File: src/rtl/rf_wb_arbiter_pkg.sv
// Shared definitions for the register-file write-port arbiter:
// default widths, the r0 constant and the LLU result FIFO entry.
package rf_wb_arbiter_pkg;

    localparam int RF_AW     = 5;
    localparam int RF_DW     = 32;
    localparam int RF_DEPTH  = 4;

    localparam logic [RF_AW-1:0] REG_ZERO = '0;

    // One queued LLU result: destination register and data.
    typedef struct packed {
        logic [RF_AW-1:0] rd;
        logic [RF_DW-1:0] data;
    } llu_entry_t;

endpackage

File: src/rtl/rf_wb_arbiter_if.sv
// Bus bundle between the pipeline/LLU/hazard unit and the write-port arbiter.
//
// LLU result handshake: the LLU raises llu_res_valid with llu_res_rd and
// llu_res_data; a transfer happens on a posedge where llu_res_valid and
// llu_res_ready are both 1. While valid is high and ready is low the LLU
// holds valid, rd and data stable. Ready never looks at valid.
interface rf_wb_arbiter_if
    import rf_wb_arbiter_pkg::*;
#(
    parameter int AW = RF_AW,
    parameter int DW = RF_DW
);
    logic          wb_valid;
    logic [AW-1:0] wb_rd;
    logic [DW-1:0] wb_data;
    logic          llu_issue_valid;
    logic [AW-1:0] llu_issue_rd;
    logic          llu_res_valid;
    logic          llu_res_ready;
    logic [AW-1:0] llu_res_rd;
    logic [DW-1:0] llu_res_data;
    logic [AW-1:0] q_rs1;
    logic [AW-1:0] q_rs2;
    logic [AW-1:0] q_rd;
    logic          busy_rs1;
    logic          busy_rs2;
    logic          busy_rd;
    logic          rf_we;
    logic [AW-1:0] rf_waddr;
    logic [DW-1:0] rf_wdata;
    logic          issue_err;

    modport slave (
        input  wb_valid, wb_rd, wb_data,
        input  llu_issue_valid, llu_issue_rd,
        input  llu_res_valid, llu_res_rd, llu_res_data,
        output llu_res_ready,
        input  q_rs1, q_rs2, q_rd,
        output busy_rs1, busy_rs2, busy_rd,
        output rf_we, rf_waddr, rf_wdata,
        output issue_err
    );

    modport master (
        output wb_valid, wb_rd, wb_data,
        output llu_issue_valid, llu_issue_rd,
        output llu_res_valid, llu_res_rd, llu_res_data,
        input  llu_res_ready,
        output q_rs1, q_rs2, q_rd,
        input  busy_rs1, busy_rs2, busy_rd,
        input  rf_we, rf_waddr, rf_wdata,
        input  issue_err
    );

endinterface

File: src/rtl/rf_wb_fifo.sv
// Synchronous DEPTH-entry FIFO for LLU results. The caller guarantees it
// never pushes when full and never pops when empty. Pointers wrap
// naturally because DEPTH is a power of two.
module rf_wb_fifo
    import rf_wb_arbiter_pkg::*;
#(
    parameter int DEPTH = RF_DEPTH
) (
    input  logic                       clk,
    input  logic                       reset,
    input  logic                       push,
    input  llu_entry_t                 push_entry,
    input  logic                       pop,
    output llu_entry_t                 head,
    output logic [$clog2(DEPTH):0]     count,
    output logic                       empty
);
    localparam int PW = $clog2(DEPTH);

    llu_entry_t      mem [DEPTH];
    logic [PW-1:0]   wr_ptr;
    logic [PW-1:0]   rd_ptr;

    // Storage array: written at the tail, contents need no reset.
    always_ff @(posedge clk) begin
        if (push) begin
            mem[wr_ptr] <= push_entry;
        end
    end

    // Pointer and occupancy bookkeeping; push+pop together keeps count.
    always_ff @(posedge clk) begin
        if (reset) begin
            wr_ptr <= '0;
            rd_ptr <= '0;
            count  <= '0;
        end else begin
            if (push) wr_ptr <= wr_ptr + 1'b1;
            if (pop)  rd_ptr <= rd_ptr + 1'b1;
            case ({push, pop})
                2'b10:   count <= count + 1'b1;
                2'b01:   count <= count - 1'b1;
                default: count <= count;
            endcase
        end
    end

    assign head  = mem[rd_ptr];
    assign empty = (count == '0);

endmodule

File: src/rtl/rf_wb_arbiter.sv
// Register-file write-port arbiter. Pipeline writeback always wins the
// port; LLU results queue in rf_wb_fifo and drain into idle slots. A
// pending scoreboard tracks issued LLU destinations for the hazard unit.
// Optional build macro: LLU_BYPASS_EN lets an LLU result go straight to
// the register file when the port is idle and the FIFO is empty.
module rf_wb_arbiter
    import rf_wb_arbiter_pkg::*;
#(
    parameter int DEPTH = RF_DEPTH,
    parameter int AW    = RF_AW,   // must match the package entry width
    parameter int DW    = RF_DW    // must match the package entry width
) (
    input  logic          clk,
    input  logic          reset,
    rf_wb_arbiter_if.slave bus
);
    localparam int CW = $clog2(DEPTH) + 1;

    logic [CW-1:0]     count;
    logic              empty;
    llu_entry_t        head;
    llu_entry_t        push_entry;
    logic              xfer;
    logic              push;
    logic              pop;
    logic              bypass;
    logic              llu_wr;
    logic [AW-1:0]     llu_wr_rd;
    logic [2**AW-1:0]  pending;
    logic              issue_err_q;

    // Ready is held high during reset and otherwise depends only on the
    // registered occupancy, never on a same-cycle pop.
    assign bus.llu_res_ready = reset || (count < CW'(DEPTH));
    assign xfer = bus.llu_res_valid && bus.llu_res_ready;

    // The FIFO drains only in cycles the pipeline leaves idle.
    assign pop = !reset && !bus.wb_valid && !empty;

`ifdef LLU_BYPASS_EN
    assign bypass = !reset && !bus.wb_valid && empty && xfer;
`else
    assign bypass = 1'b0;
`endif

    assign push       = !reset && xfer && !bypass;
    assign push_entry = '{rd: bus.llu_res_rd, data: bus.llu_res_data};

    rf_wb_fifo #(.DEPTH(DEPTH)) u_fifo (
        .clk        (clk),
        .reset      (reset),
        .push       (push),
        .push_entry (push_entry),
        .pop        (pop),
        .head       (head),
        .count      (count),
        .empty      (empty)
    );

    // Write-port mux: pipeline, then FIFO head, then bypass, else idle.
    always_comb begin
        bus.rf_we    = 1'b0;
        bus.rf_waddr = '0;
        bus.rf_wdata = '0;
        if (bus.wb_valid) begin
            bus.rf_we    = (bus.wb_rd != REG_ZERO);
            bus.rf_waddr = bus.wb_rd;
            bus.rf_wdata = bus.wb_data;
        end else if (pop) begin
            bus.rf_we    = (head.rd != REG_ZERO);
            bus.rf_waddr = head.rd;
            bus.rf_wdata = head.data;
        end else if (bypass) begin
            bus.rf_we    = (bus.llu_res_rd != REG_ZERO);
            bus.rf_waddr = bus.llu_res_rd;
            bus.rf_wdata = bus.llu_res_data;
        end
    end

    assign llu_wr    = pop || bypass;
    assign llu_wr_rd = pop ? head.rd : bus.llu_res_rd;

    // Scoreboard: LLU writes clear, issues set (set wins), re-issue to a
    // pending register raises the sticky error.
    always_ff @(posedge clk) begin
        if (reset) begin
            pending     <= '0;
            issue_err_q <= 1'b0;
        end else begin
            if (llu_wr) begin
                pending[llu_wr_rd] <= 1'b0;
            end
            if (bus.llu_issue_valid && bus.llu_issue_rd != REG_ZERO) begin
                if (pending[bus.llu_issue_rd]) issue_err_q <= 1'b1;
                pending[bus.llu_issue_rd] <= 1'b1;
            end
        end
    end

    assign bus.issue_err = issue_err_q;
    assign bus.busy_rs1  = !reset && (bus.q_rs1 != REG_ZERO) && pending[bus.q_rs1];
    assign bus.busy_rs2  = !reset && (bus.q_rs2 != REG_ZERO) && pending[bus.q_rs2];
    assign bus.busy_rd   = !reset && (bus.q_rd  != REG_ZERO) && pending[bus.q_rd];

endmodule

File: src/flat_wrapper.sv
// flat-port wrapper written by rule: the top's interface ports become plain ports
module rf_wb_arbiter_flat import rf_wb_arbiter_pkg::*;
#(
    parameter int DEPTH = RF_DEPTH,
    parameter int AW    = RF_AW,                                        
    parameter int DW    = RF_DW                                         
)
  (clk, reset, bus_wb_valid, bus_wb_rd, bus_wb_data, bus_llu_issue_valid, bus_llu_issue_rd, bus_llu_res_valid, bus_llu_res_rd, bus_llu_res_data, bus_llu_res_ready, bus_q_rs1, bus_q_rs2, bus_q_rd, bus_busy_rs1, bus_busy_rs2, bus_busy_rd, bus_rf_we, bus_rf_waddr, bus_rf_wdata, bus_issue_err);
  rf_wb_arbiter_if #(.AW(AW), .DW(DW)) bus_i ();
  input  logic clk;
  input  logic reset;
  input wire logic [$bits(bus_i.wb_valid)-1:0] bus_wb_valid;
  input wire logic [$bits(bus_i.wb_rd)-1:0] bus_wb_rd;
  input wire logic [$bits(bus_i.wb_data)-1:0] bus_wb_data;
  input wire logic [$bits(bus_i.llu_issue_valid)-1:0] bus_llu_issue_valid;
  input wire logic [$bits(bus_i.llu_issue_rd)-1:0] bus_llu_issue_rd;
  input wire logic [$bits(bus_i.llu_res_valid)-1:0] bus_llu_res_valid;
  input wire logic [$bits(bus_i.llu_res_rd)-1:0] bus_llu_res_rd;
  input wire logic [$bits(bus_i.llu_res_data)-1:0] bus_llu_res_data;
  output wire logic [$bits(bus_i.llu_res_ready)-1:0] bus_llu_res_ready;
  input wire logic [$bits(bus_i.q_rs1)-1:0] bus_q_rs1;
  input wire logic [$bits(bus_i.q_rs2)-1:0] bus_q_rs2;
  input wire logic [$bits(bus_i.q_rd)-1:0] bus_q_rd;
  output wire logic [$bits(bus_i.busy_rs1)-1:0] bus_busy_rs1;
  output wire logic [$bits(bus_i.busy_rs2)-1:0] bus_busy_rs2;
  output wire logic [$bits(bus_i.busy_rd)-1:0] bus_busy_rd;
  output wire logic [$bits(bus_i.rf_we)-1:0] bus_rf_we;
  output wire logic [$bits(bus_i.rf_waddr)-1:0] bus_rf_waddr;
  output wire logic [$bits(bus_i.rf_wdata)-1:0] bus_rf_wdata;
  output wire logic [$bits(bus_i.issue_err)-1:0] bus_issue_err;
  assign bus_i.wb_valid = bus_wb_valid;
  assign bus_i.wb_rd = bus_wb_rd;
  assign bus_i.wb_data = bus_wb_data;
  assign bus_i.llu_issue_valid = bus_llu_issue_valid;
  assign bus_i.llu_issue_rd = bus_llu_issue_rd;
  assign bus_i.llu_res_valid = bus_llu_res_valid;
  assign bus_i.llu_res_rd = bus_llu_res_rd;
  assign bus_i.llu_res_data = bus_llu_res_data;
  assign bus_llu_res_ready = bus_i.llu_res_ready;
  assign bus_i.q_rs1 = bus_q_rs1;
  assign bus_i.q_rs2 = bus_q_rs2;
  assign bus_i.q_rd = bus_q_rd;
  assign bus_busy_rs1 = bus_i.busy_rs1;
  assign bus_busy_rs2 = bus_i.busy_rs2;
  assign bus_busy_rd = bus_i.busy_rd;
  assign bus_rf_we = bus_i.rf_we;
  assign bus_rf_waddr = bus_i.rf_waddr;
  assign bus_rf_wdata = bus_i.rf_wdata;
  assign bus_issue_err = bus_i.issue_err;
  rf_wb_arbiter #(.DEPTH(DEPTH), .AW(AW), .DW(DW)) u_core (.clk(clk), .reset(reset), .bus(bus_i));
endmodule
File: config.mk
export PLATFORM = sky130hd
export DESIGN_NAME = rf_wb_arbiter_flat
export DESIGN_NICKNAME = d
export VERILOG_FILES = /design/src/rtl/rf_wb_arbiter_pkg.sv /design/src/rtl/rf_wb_arbiter_if.sv /design/src/rtl/rf_wb_fifo.sv /design/src/rtl/rf_wb_arbiter.sv /design/src/flat_wrapper.sv
export SDC_FILE = /design/constraint.sdc
export NUM_CORES = 1
export LEC_CHECK = 0
export CAP_MARGIN = 20
export CORE_MARGIN = 4
export CORE_UTILIZATION = 49
export DETAILED_ROUTE_END_ITERATION = 16
export GPL_TIMING_DRIVEN = 0
export PLACE_DENSITY = 0.77
export RECOVER_POWER = 100
export SLEW_MARGIN = 20
export SYNTH_ARGS = -nofsm -noshare
export SYNTH_HDL_FRONTEND = slang
export SYNTH_SLANG_ARGS = --single-unit
File: constraint.sdc
create_clock -name clk -period 3 [get_ports clk]
set_input_delay 0.75 -clock clk [delete_from_list [all_inputs] [get_ports clk]]
set_output_delay 0.75 -clock clk [all_outputs]
set_load 0.02 [all_outputs]
==> results_tabular.tex <==
\begin{tabular}{lr}
\hline
Metric & Value \\
\hline
\multicolumn{2}{l}{\textbf{Outcome}} \\
Run status & finished, final reports clean \\
\multicolumn{2}{l}{\textbf{Placement}} \\
Global placer's final weighted congestion & roughly 0.94 \\
Count of port buffers added during placement & between 100 and 150 \\
Post-place setup slack & -1.08 ns \\
Final HPWL DP & 15.8 mm \\
\multicolumn{2}{l}{\textbf{STA}} \\
Slack of the critical path & 0.00516 ns \\
\# setup viols final & 0 \\
Transition at the pin with the smallest max-transition slack & 0.817 ns \\
Final slew viol count & 0 \\
Achievable clock frequency & roughly 330 MHz \\
Endpoints failing hold & 0 \\
Setup repair after global routing missed its margin & true \\
Max\_slew headroom & 0.454 \\
Final Critical Period & $\sim$3.0 ns \\
Final period utilization & 0.998 \\
Clock skew & approximately 0.0054 ns \\
\multicolumn{2}{l}{\textbf{Route}} \\
WL per Instance & about 23 µm \\
Via count of the routed design & about 5900 \\
Final routed DRC violation total & 0 \\
Initial DRC count & between 400 and 500 \\
Number of search-and-repair iterations in the first detailed-routing pass & 5 \\
Per-cell via count in the routed design & around 6 \\
Antenna Nets Post-Route & 0 \\
Overall routed net length & 22.3 mm \\
\multicolumn{2}{l}{\textbf{Synth}} \\
Synthesized flop and latch total & 190 \\
Top\_reg\_cell synth & sky130\_fd\_sc\_hd\_\_edfxtp\_1 \\
Post-synth cell types & between 50 and 60 \\
Mapped Area & 8880 µm² \\
Asr flop ratio synth & 0 \\
Post-Synthesis Net Count & between 600 and 700 \\
Number of enable flip-flop cells after synthesis & 148 \\
Cells taking the most area after synthesis & sky130\_fd\_sc\_hd\_\_edfxtp\_1, sky130\_fd\_sc\_hd\_\_mux4\_2, sky130\_fd\_sc\_hd\_\_dfxtp\_1 \\
Most used standard cells in the synthesized netlist & sky130\_fd\_sc\_hd\_\_edfxtp\_1, sky130\_fd\_sc\_hd\_\_mux4\_2, sky130\_fd\_sc\_hd\_\_dfxtp\_1, sky130\_fd\_sc\_hd\_\_o21ai\_0, sky130\_fd\_sc\_hd\_\_a22o\_1 \\
Synth Warn \# & 0 \\
Gate count of the mapped netlist & roughly 580 \\
Yosys top cell area share & 0.501 \\
Cell with the most instances after synthesis & sky130\_fd\_sc\_hd\_\_edfxtp\_1 \\
Average cell area after synthesis & approximately 15 µm² \\
Cell taking the most area after synthesis & sky130\_fd\_sc\_hd\_\_edfxtp\_1 \\
Sequential element share of the synthesized area & 0.595 \\
\multicolumn{2}{l}{\textbf{Critical path}} \\
Arrival time reported for the critical path endpoint & around 2.2 ns \\
Required time worst endpoint & between 2 and 2.5 ns \\
CP endpoint kind & output port \\
Worst setup SP type & primary input \\
Worst Path Class, Setup & in -> out \\
Top fanout value on the critical path & 2 \\
\multicolumn{2}{l}{\textbf{Clocking}} \\
Count of clock tree sinks & 190 \\
Clock latency of the later-clocked register in the worst-skew pair & around 0.42 ns \\
Clock Root Buffer & sky130\_fd\_sc\_hd\_\_clkbuf\_16 \\
Longest Clk Path Bufs & 2 \\
Number of clock buffers inserted by TritonCTS & 17 \\
Clock tree from TritonCTS & built \\
H-tree depth reported by CTS & 4 \\
Clock-pin slew on the worst setup and hold paths & 0.07 ns \\
\multicolumn{2}{l}{\textbf{Die}} \\
Width of the chip & about 140 µm \\
I/O pin cnt & $\sim$140 \\
DIE HEIGHT & $\sim$140 µm \\
Row cnt & 48 \\
Initial core utilization & 0.506 \\
Die area & between 20000 and 25000 µm² \\
Core area & around 18000 µm² \\
\multicolumn{2}{l}{\textbf{GRT}} \\
GR met3 Demand/Resource & 0.0487 \\
Tot GR Track Use & 0.224 \\
Wire length of the first global-routing pass & 34.5 mm \\
Vias in the first global route & between 6000 and 7000 \\
Number of antenna violations at the first check in global routing & 4 \\
M2 GR Usage & 0.372 \\
Overflow left after global routing & 0 \\
Pin count of the biggest net entering global routing & 28 \\
Busiest grt layer & met2 \\
Global Route met1 Usage & 0.301 \\
\multicolumn{2}{l}{\textbf{Pwr}} \\
Power after layout & slightly below 6 mW \\
Maximum resistive drop on vdd & between 0.5 and 0.6 mV \\
Leakage power & 3.84 nW \\
Power density normalized to cell area & between 500 and 600 nW/µm² \\
\multicolumn{2}{l}{\textbf{Final layout}} \\
Fillers & 1263 \\
Area added between synthesis and finish & 26.6\% \\
Layout cells sized above 1 & 0.212 \\
Final layout net count & 850 \\
\multicolumn{2}{l}{\textbf{Flow run}} \\
Max-Cap Viols & 0 \\
\multicolumn{2}{l}{\textbf{Hold path}} \\
Type of the tightest min-delay check & reg -> reg \\
\hline
\end{tabular}
-- worst max-delay path, stage by stage --
cell and delay, ns:
sky130_fd_sc_hd__clkdlybuf4s50_1 0.43, sky130_fd_sc_hd__or4_4 0.54, sky130_fd_sc_hd__a221o_1 0.36, sky130_fd_sc_hd__buf_4 0.17
-- cells by family (layout without fill, tap and decap cells) --
logic type	after synthesis	count (layout)	synth area share
DFF	190	190	0.595
and+or+nand+nor	125	125	0.0823
AOI/OAI and AO/OA	121	121	0.0911
muxes	92	92	0.192
buffers and inverters	42	219	0.0254
adders and majority gates	6	6	0.00930
xor gates and xnor gates	5	5	0.00493
other	0	2	0
-- worst paths after layout --
check,start,slack [ns],depth (start not counted),end
setup / recovery,bus_wb_rd[1],0.005,4,bus_rf_we
hold / removal,u_core.bus.issue_err,0.49,2,u_core.bus.issue_err
setup reg to reg,u_core.u_fifo.count[2],0.55,9,u_core.u_fifo.count[2]
hold reg to reg,u_core.bus.issue_err,0.49,2,u_core.bus.issue_err
-- area by class of cell --
class | count | area (µm²) | share of cell area
Clock buffer | 17 | 425 | 0.0379
Tap cell | 225 | 282 | 0.0251
Multi-Input combinational cell | 349 | 3370 | 0.300
Clock inverter | 15 | 133 | 0.0118
Timing Repair Buffer | 145 | 1390 | 0.124
Buffer | 35 | 317 | 0.0282
Inverter | 7 | 26.3 | 0.00234
Sequential cell | 190 | 5290 | 0.470
Antenna cell | 2 | 5.00 | 0.000445
-- flip-flops by register name (all words and copies together) (netlist names), named ones only --
register              cells
u_core.bus.issue_err      1
u_core.pending           32
u_core.u_fifo.count       3
u_core.u_fifo.mem       148
u_core.u_fifo.rd_ptr      2
u_core.u_fifo.wr_ptr      2
-- metrics by stage --
stage	setup TNS, ns	util	hold WS, ns	std cells	instance area [µm²]
CTS	-0.00400	0.640	0.496	981	11200
global placement	-161.03	0.598	0.479	939	10500
floorplan	0	-	0.475	581	8880
finish	0	0.641	0.493	985	11200
detailed placement	-39.15	0.603	0.479	943	10600
global route	-0.0511	0.641	0.519	985	11200
-- report_power, final --
| part | leakage, nW | switching (mW) | internal [mW] | total [mW] |
|---|---|---|---|---|
| sequential | 1.68 | 0.0344 | 2.91 | 2.94 |
| combinational | 1.88 | 0.413 | 0.394 | 0.807 |
| clock | 0.272 | 1.02 | 1.09 | 2.11 |
-- what timing repair did --
item                                    4_1_cts  5_1_grt
hold buffers                                  0        0
gates cloned                                  0        1
gates resized for setup                     105       17
buffers inserted                              6        1
endpoints found under the setup margin       44       37
pin swaps                                     3        2
-- cells in the final DEF (no fill, tap or decap), types with 4 or more instances in the layout --
cell type and instances:
sky130_fd_sc_hd__edfxtp_1 148, sky130_fd_sc_hd__mux4_2 62, sky130_fd_sc_hd__clkdlybuf4s50_1 49, sky130_fd_sc_hd__o21ai_0 42, sky130_fd_sc_hd__dfxtp_1 41, sky130_fd_sc_hd__dlygate4sd3_1 40
sky130_fd_sc_hd__dlygate4sd2_1 39, sky130_fd_sc_hd__a22o_1 37, sky130_fd_sc_hd__nand2_1 32, sky130_fd_sc_hd__mux2i_1 27, sky130_fd_sc_hd__nor2b_1 23, sky130_fd_sc_hd__nor2_1 21
sky130_fd_sc_hd__a21oi_1 20, sky130_fd_sc_hd__clkbuf_16 18, sky130_fd_sc_hd__buf_4 11, sky130_fd_sc_hd__clkbuf_1 10, sky130_fd_sc_hd__inv_1 7, sky130_fd_sc_hd__buf_12 7
sky130_fd_sc_hd__clkbuf_4 6, sky130_fd_sc_hd__clkbuf_2 5, sky130_fd_sc_hd__o21ai_1 5, sky130_fd_sc_hd__nand3_1 5, sky130_fd_sc_hd__ha_1 5, sky130_fd_sc_hd__buf_2 4
sky130_fd_sc_hd__buf_6 4, sky130_fd_sc_hd__and2_2 4, sky130_fd_sc_hd__nand2b_1 4, sky130_fd_sc_hd__nand3b_1 4, sky130_fd_sc_hd__or3_1 4, sky130_fd_sc_hd__a22oi_1 4
sky130_fd_sc_hd__clkinv_4 4
-- per-layer routing --
layer / part of all wire / vias to the layer above / routed length (µm)
met4: 0.017 / 4 / 387
met2: 0.50 / 264 / 11200
met3: 0.072 / 41 / 1610
li1: - / 2650 / -
met5: 0.00090 / - / 20
met1: 0.41 / 2985 / 9100
Note: power is estimated with default switching activity, not from simulation.
